File: src/rtl/urv_mem_arbiter.sv
// Arbitrates one single-port memory bus between the uRV fetch and data ports.
// Data wins by default; a starvation counter forces a fetch after g_starve_limit data grants.
module urv_mem_arbiter #(
    parameter int unsigned g_starve_limit = 4
) (
    input  logic        clk_i,
    input  logic        rst_i,
    input  logic [31:0] im_addr_i,
    output logic [31:0] im_data_o,
    output logic        im_valid_o,
    input  logic [31:0] dm_addr_i,
    input  logic [31:0] dm_data_s_i,
    input  logic [3:0]  dm_data_select_i,
    input  logic        dm_load_i,
    input  logic        dm_store_i,
    output logic        dm_ready_o,
    output logic [31:0] dm_data_l_o,
    output logic        dm_load_done_o,
    output logic        dm_store_done_o,
    output logic [31:0] mem_addr_o,
    output logic [31:0] mem_data_o,
    output logic [3:0]  mem_sel_o,
    output logic        mem_we_o,
    output logic        mem_req_o,
    input  logic [31:0] mem_data_i,
    input  logic        mem_ack_i
);

    localparam int unsigned AW = 32;
    localparam int unsigned DW = 32;
    localparam int unsigned SW = 4;
    localparam int unsigned CW = 4;
    localparam logic [AW-1:0] WORD_MASK  = ~AW'(3);
    localparam logic [CW-1:0] STARVE_MAX = CW'(g_starve_limit);

    typedef enum logic [1:0] {ST_IDLE, ST_DATA, ST_FETCH} state_t;

    typedef struct packed {
        logic          we;
        logic [AW-1:0] addr;
        logic [DW-1:0] data;
        logic [SW-1:0] sel;
    } dreq_t;

    state_t        state_q, state_d;
    dreq_t         pend_q, pend_d;
    logic          pend_valid_q, pend_valid_d;
    logic          fb_valid_q, fb_valid_d;
    logic [AW-1:0] fb_addr_q, fb_addr_d;
    logic [DW-1:0] fb_data_q, fb_data_d;
    logic [CW-1:0] starve_q, starve_d;
    logic [AW-1:0] mem_addr_q, mem_addr_d;
    logic [DW-1:0] mem_data_q, mem_data_d;
    logic [SW-1:0] mem_sel_q, mem_sel_d;
    logic          mem_we_q, mem_we_d;
    logic          mem_req_q, mem_req_d;
    logic [DW-1:0] dm_data_l_q, dm_data_l_d;
    logic          load_done_q, load_done_d;
    logic          store_done_q, store_done_d;
    logic          fetch_want;

    // Buffer hit is combinational so a branch invalidates the word immediately.
    assign im_valid_o      = fb_valid_q && (fb_addr_q == (im_addr_i & WORD_MASK));
    assign im_data_o       = fb_data_q;
    assign fetch_want      = !im_valid_o;
    assign dm_ready_o      = !pend_valid_q;
    assign dm_data_l_o     = dm_data_l_q;
    assign dm_load_done_o  = load_done_q;
    assign dm_store_done_o = store_done_q;
    assign mem_addr_o      = mem_addr_q;
    assign mem_data_o      = mem_data_q;
    assign mem_sel_o       = mem_sel_q;
    assign mem_we_o        = mem_we_q;
    assign mem_req_o       = mem_req_q;

    always_comb begin
        state_d      = state_q;
        pend_d       = pend_q;
        pend_valid_d = pend_valid_q;
        fb_valid_d   = fb_valid_q;
        fb_addr_d    = fb_addr_q;
        fb_data_d    = fb_data_q;
        starve_d     = starve_q;
        mem_addr_d   = mem_addr_q;
        mem_data_d   = mem_data_q;
        mem_sel_d    = mem_sel_q;
        mem_we_d     = mem_we_q;
        mem_req_d    = mem_req_q;
        dm_data_l_d  = dm_data_l_q;
        load_done_d  = 1'b0;
        store_done_d = 1'b0;

        // Capture a data request; store wins when both strobes are high.
        if (!pend_valid_q && (dm_load_i || dm_store_i)) begin
            pend_valid_d = 1'b1;
            pend_d.we    = dm_store_i;
            pend_d.addr  = dm_addr_i & WORD_MASK;
            pend_d.data  = dm_data_s_i;
            pend_d.sel   = dm_store_i ? dm_data_select_i : SW'(4'hF);
        end

        case (state_q)
            ST_IDLE: begin
                if (pend_valid_q && ((starve_q < STARVE_MAX) || !fetch_want)) begin
                    state_d    = ST_DATA;
                    mem_req_d  = 1'b1;
                    mem_addr_d = pend_q.addr;
                    mem_data_d = pend_q.data;
                    mem_sel_d  = pend_q.sel;
                    mem_we_d   = pend_q.we;
                    if (fetch_want && (starve_q < STARVE_MAX)) begin
                        starve_d = starve_q + CW'(1);
                    end
                end else if (fetch_want) begin
                    state_d    = ST_FETCH;
                    mem_req_d  = 1'b1;
                    mem_addr_d = im_addr_i & WORD_MASK;
                    mem_sel_d  = SW'(4'hF);
                    mem_we_d   = 1'b0;
                    starve_d   = '0;
                end
            end
            ST_DATA: begin
                if (mem_ack_i) begin
                    state_d      = ST_IDLE;
                    mem_req_d    = 1'b0;
                    mem_we_d     = 1'b0;
                    pend_valid_d = 1'b0;
                    if (pend_q.we) begin
                        store_done_d = 1'b1;
                    end else begin
                        load_done_d = 1'b1;
                        dm_data_l_d = mem_data_i;
                    end
                end
            end
            ST_FETCH: begin
                // Written even if the CPU branched away; the hit compare rejects it.
                if (mem_ack_i) begin
                    state_d    = ST_IDLE;
                    mem_req_d  = 1'b0;
                    fb_valid_d = 1'b1;
                    fb_addr_d  = mem_addr_q;
                    fb_data_d  = mem_data_i;
                end
            end
            default: state_d = ST_IDLE;
        endcase
    end

    always_ff @(posedge clk_i) begin
        if (rst_i) begin
            state_q      <= ST_IDLE;
            pend_q       <= '0;
            pend_valid_q <= 1'b0;
            fb_valid_q   <= 1'b0;
            fb_addr_q    <= '0;
            fb_data_q    <= '0;
            starve_q     <= '0;
            mem_addr_q   <= '0;
            mem_data_q   <= '0;
            mem_sel_q    <= '0;
            mem_we_q     <= 1'b0;
            mem_req_q    <= 1'b0;
            dm_data_l_q  <= '0;
            load_done_q  <= 1'b0;
            store_done_q <= 1'b0;
        end else begin
            state_q      <= state_d;
            pend_q       <= pend_d;
            pend_valid_q <= pend_valid_d;
            fb_valid_q   <= fb_valid_d;
            fb_addr_q    <= fb_addr_d;
            fb_data_q    <= fb_data_d;
            starve_q     <= starve_d;
            mem_addr_q   <= mem_addr_d;
            mem_data_q   <= mem_data_d;
            mem_sel_q    <= mem_sel_d;
            mem_we_q     <= mem_we_d;
            mem_req_q    <= mem_req_d;
            dm_data_l_q  <= dm_data_l_d;
            load_done_q  <= load_done_d;
            store_done_q <= store_done_d;
        end
    end

endmodule

File: config.mk
export PLATFORM = sky130hd
export DESIGN_NAME = urv_mem_arbiter
export DESIGN_NICKNAME = d
export VERILOG_FILES = /design/src/rtl/urv_mem_arbiter.sv
export SDC_FILE = /design/constraint.sdc
export NUM_CORES = 1
export LEC_CHECK = 0
export ABC_AREA = 1
export ABC_CLOCK_PERIOD_IN_PS = 3800
export BUFFER_PORTS_ARGS = -buffer_cell sky130_fd_sc_hd__buf_2
export CAP_MARGIN = 40
export CORE_MARGIN = 3
export CORE_UTILIZATION = 30
export DETAILED_ROUTE_END_ITERATION = 12
export PLACE_DENSITY_LB_ADDON = 0.08
export SETUP_SLACK_MARGIN = 0.2
export SYNTH_ARGS = -nofsm -noshare
export SYNTH_HDL_FRONTEND = slang
export SYNTH_SLANG_ARGS = --single-unit
File: constraint.sdc
create_clock -name clk_i -period 3.8 [get_ports clk_i]
set_input_delay 0 -clock clk_i [delete_from_list [all_inputs] [get_ports clk_i]]
set_output_delay 0 -clock clk_i [all_outputs]
set_load 0.1 [all_outputs]
==> impl_metrics.ini <==
[outcome]
run_status = completed

[drt]
detailedRoute.firstPassIterationCount = 4
via_count = 10000
wl_per_cell_um = 14.6
vias_per_cell = 4.38
drtIter0Drc = 461
drt-total-wl_mm = 33.4
ant_nets = 0
drc_errors = 0

[place]
gp_congestion = 0.800
placement.io_buffers = 268
dp.final_hpwl_mm = 22.0
dpl-instance-area_um2 = 11600

[timing]
fmax_mhz = 352
finalHoldViolCount = 0
max_slew_margin_pct = 48.5
whs_ns = 0.0109
rsz0062_at_grt = no
fin_crit_ns = 2.84
max_slew.worst_pin.slew_ns = 0.772
setup_viol = 0
fin_worst_skew_ns = 0.0220
finalMaxSlewViolations = 0
fin_crit_sh_pct = 74.8
setup_tns_ns = 0

[cells_and_area]
multi_input_area_um2 = 4130
layout_common_cells = nor2_1 (367), buf_2 (268), nand2_1 (259)
final_util_pct = 43.3
nNetsFinal = 1972
n_fill_cell = 3467
area_growth_pct = 40.0
regArea_um2 = 4780
drive_above_1_share_pct = 18.6
final_common_cell = nor2_1
design_area_um2 = 13900

[cts]
clk_pin_slew_ns = 0.06
clkSinkCount = 239
post-cts-setup-buffers = 0
cts_tree = done
clock_latency_ns = 0.56
h-tree-depth = 1
cts_buffers = 29
cts_resized = 0
ctsRootBufferMaster = clkbuf_16
clockBufferDepth = 3

[die]
ios = 275
die_x_um = 188
dieArea_um2 = 35200
core_um2 = 32000
rows = 65
initial_core_util_pct = 30.9
die_y_um = 188

[grt]
grt.overflow.total = 0
grt_pass1_wl_mm = 53.4
grt_pass1_vias = 9868
antenna_found_initial = 2
grtUsageTotal_pct = 18.4
grt_max_degree = 86

[yosys]
synth_area_per_cell_um2 = 6.77
netlist_instances = 1462
synthTopCellsByArea = dfxtp_1 (48%), nor2_1 (14%), nand2_1 (9.9%), o21ai_0 (8.5%), inv_1 (6.6%)
synth_top_area_share_pct = 48.3
synth_cell_type_count = 25
synth_area_um2 = 9900
ys_seq_area_share_pct = 48.3
yosys.area.top_type = dfxtp_1
synth-seq-cells = 239
yosysWarnings = 0

[min_path]
hold_class = input pin to flop
hold_depth = 4

[worst_setup_path]
worst-setup-path-type = flop to flop
r2r_slack_ns = 0.96
cp.required_ns = 4.24
r2r-start = fb_addr_q[28]
path_max_fanout = 64
endpoint = mem_data_o[21]
regToRegEndpoint = mem_data_o[21]
cp-start-kind = flop
cp_data_arrival_time_ns = 3.28
cp-end-kind = flop
crit_path_start = fb_addr_q[28]
rr_worst_depth = 12

[run]
maxCapViolCount = 0

[power_and_ir_drop]
ir_drop_mv = 0.383
power_density_nw_per_um2 = 578
total_power_uw = 8010
leakage_uw = 0.00699
-- repair_timing --
action                     in CTS  in global routing
hold endpoints to repair      167                  0
hold buffers                  135                  0
setup endpoints to repair       0                  0
-- layout make-up --
type,instances,area share (%)
clock buffers,43,6.12
clock inverters,9,0.451
flip-flops and latches,239,34.5
well taps,435,3.93
multi-input cells,964,29.8
inverters,176,4.80
diodes,1,0.0181
repair buffers,421,20.4
-- worst min-delay path by stage --
stage | from | end
after CTS | rst_i | mem_data_o[2]
final | rst_i | mem_data_o[2]
after global routing | rst_i | mem_data_o[2]
after floorplan | mem_ack_i | pend_valid_q
after global placement | dm_data_select_i[2] | pend_q[2]
after detailed placement | dm_data_select_i[2] | pend_q[2]
-- per-stage QoR --
stage,setup slack (ns),std cells
6_report,0.956,2288
5_1_grt,0.561,2288
4_1_cts,0.882,2287
3_5_place_dp,0.910,2100
3_3_place_gp,0.943,2100
2_1_floorplan,1.13,1463
-- cell families after synthesis --
family                   after synthesis  share of synthesized area [%]
AND/OR/NAND/NOR                      713                           28.3
buffers and inverters                260                           10.1
AO/OA/AOI/OAI                        239                           12.2
flip-flops                           239                           48.3
XOR/XNOR                               6                          0.531
adder cells (fa/ha/maj)                4                          0.505
other                                  1                         0.0379
-- power by group --
part	leakage [uW]	total, uW	switching, uW	internal (uW)
Clock	0.000453	2630	1090	1540
Sequential	0.00197	2920	147	2770
Combinational	0.00457	2460	1920	536
Total	0.00699	8010	3160	4850
-- worst max-delay path: stages, from the launching register on --
cell and delay (ns):
dfxtp_1 0.31, inv_1 0.06, nand2_1 0.05, nand2_1 0.08, nand2_1 0.10, nor2_1 0.11
nand2_1 0.08, nor2_1 0.27, nand2_1 0.15, nand2_2 0.41, nand3_4 0.69, nor2_1 0.30
nor2_1 0.07
-- flip-flops by register name (all words and copies together), names as in the netlist --
signal	count
im_data_o	32
state_q	2
fb_addr_q	30
mem_addr_o	30
pend_valid_q	1
pend_q	67
mem_we_o	1
dm_data_l_o	32
fb_valid_q	1
mem_req_o	1
mem_sel_o	4
starve_q	4
dm_load_done_o	1
dm_store_done_o	1
mem_data_o	32
-- synth_stat cells, drive strengths merged --
library cell,instances
ha,4
dfxtp,239
xor2,1
o21ai,168
clkbuf,59
xnor2,5
or2,3
o21bai,1
nand2,264
clkinv,2
o21a,1
conb,1
inv,174
nand3,67
nor2,369
buf,25
nor3,10
a21oi,68
o2111ai,1
-- layer usage --
metal  vias up  share of wire (%)  track usage (%)
met5         -              0.039                0
met4         2                2.3             4.01
met3        44                7.1             5.20
met2       233                 45             30.7
met1      4525                 45             23.9
li1       5226                  -                -
Power figures use the tool's default switching activity.
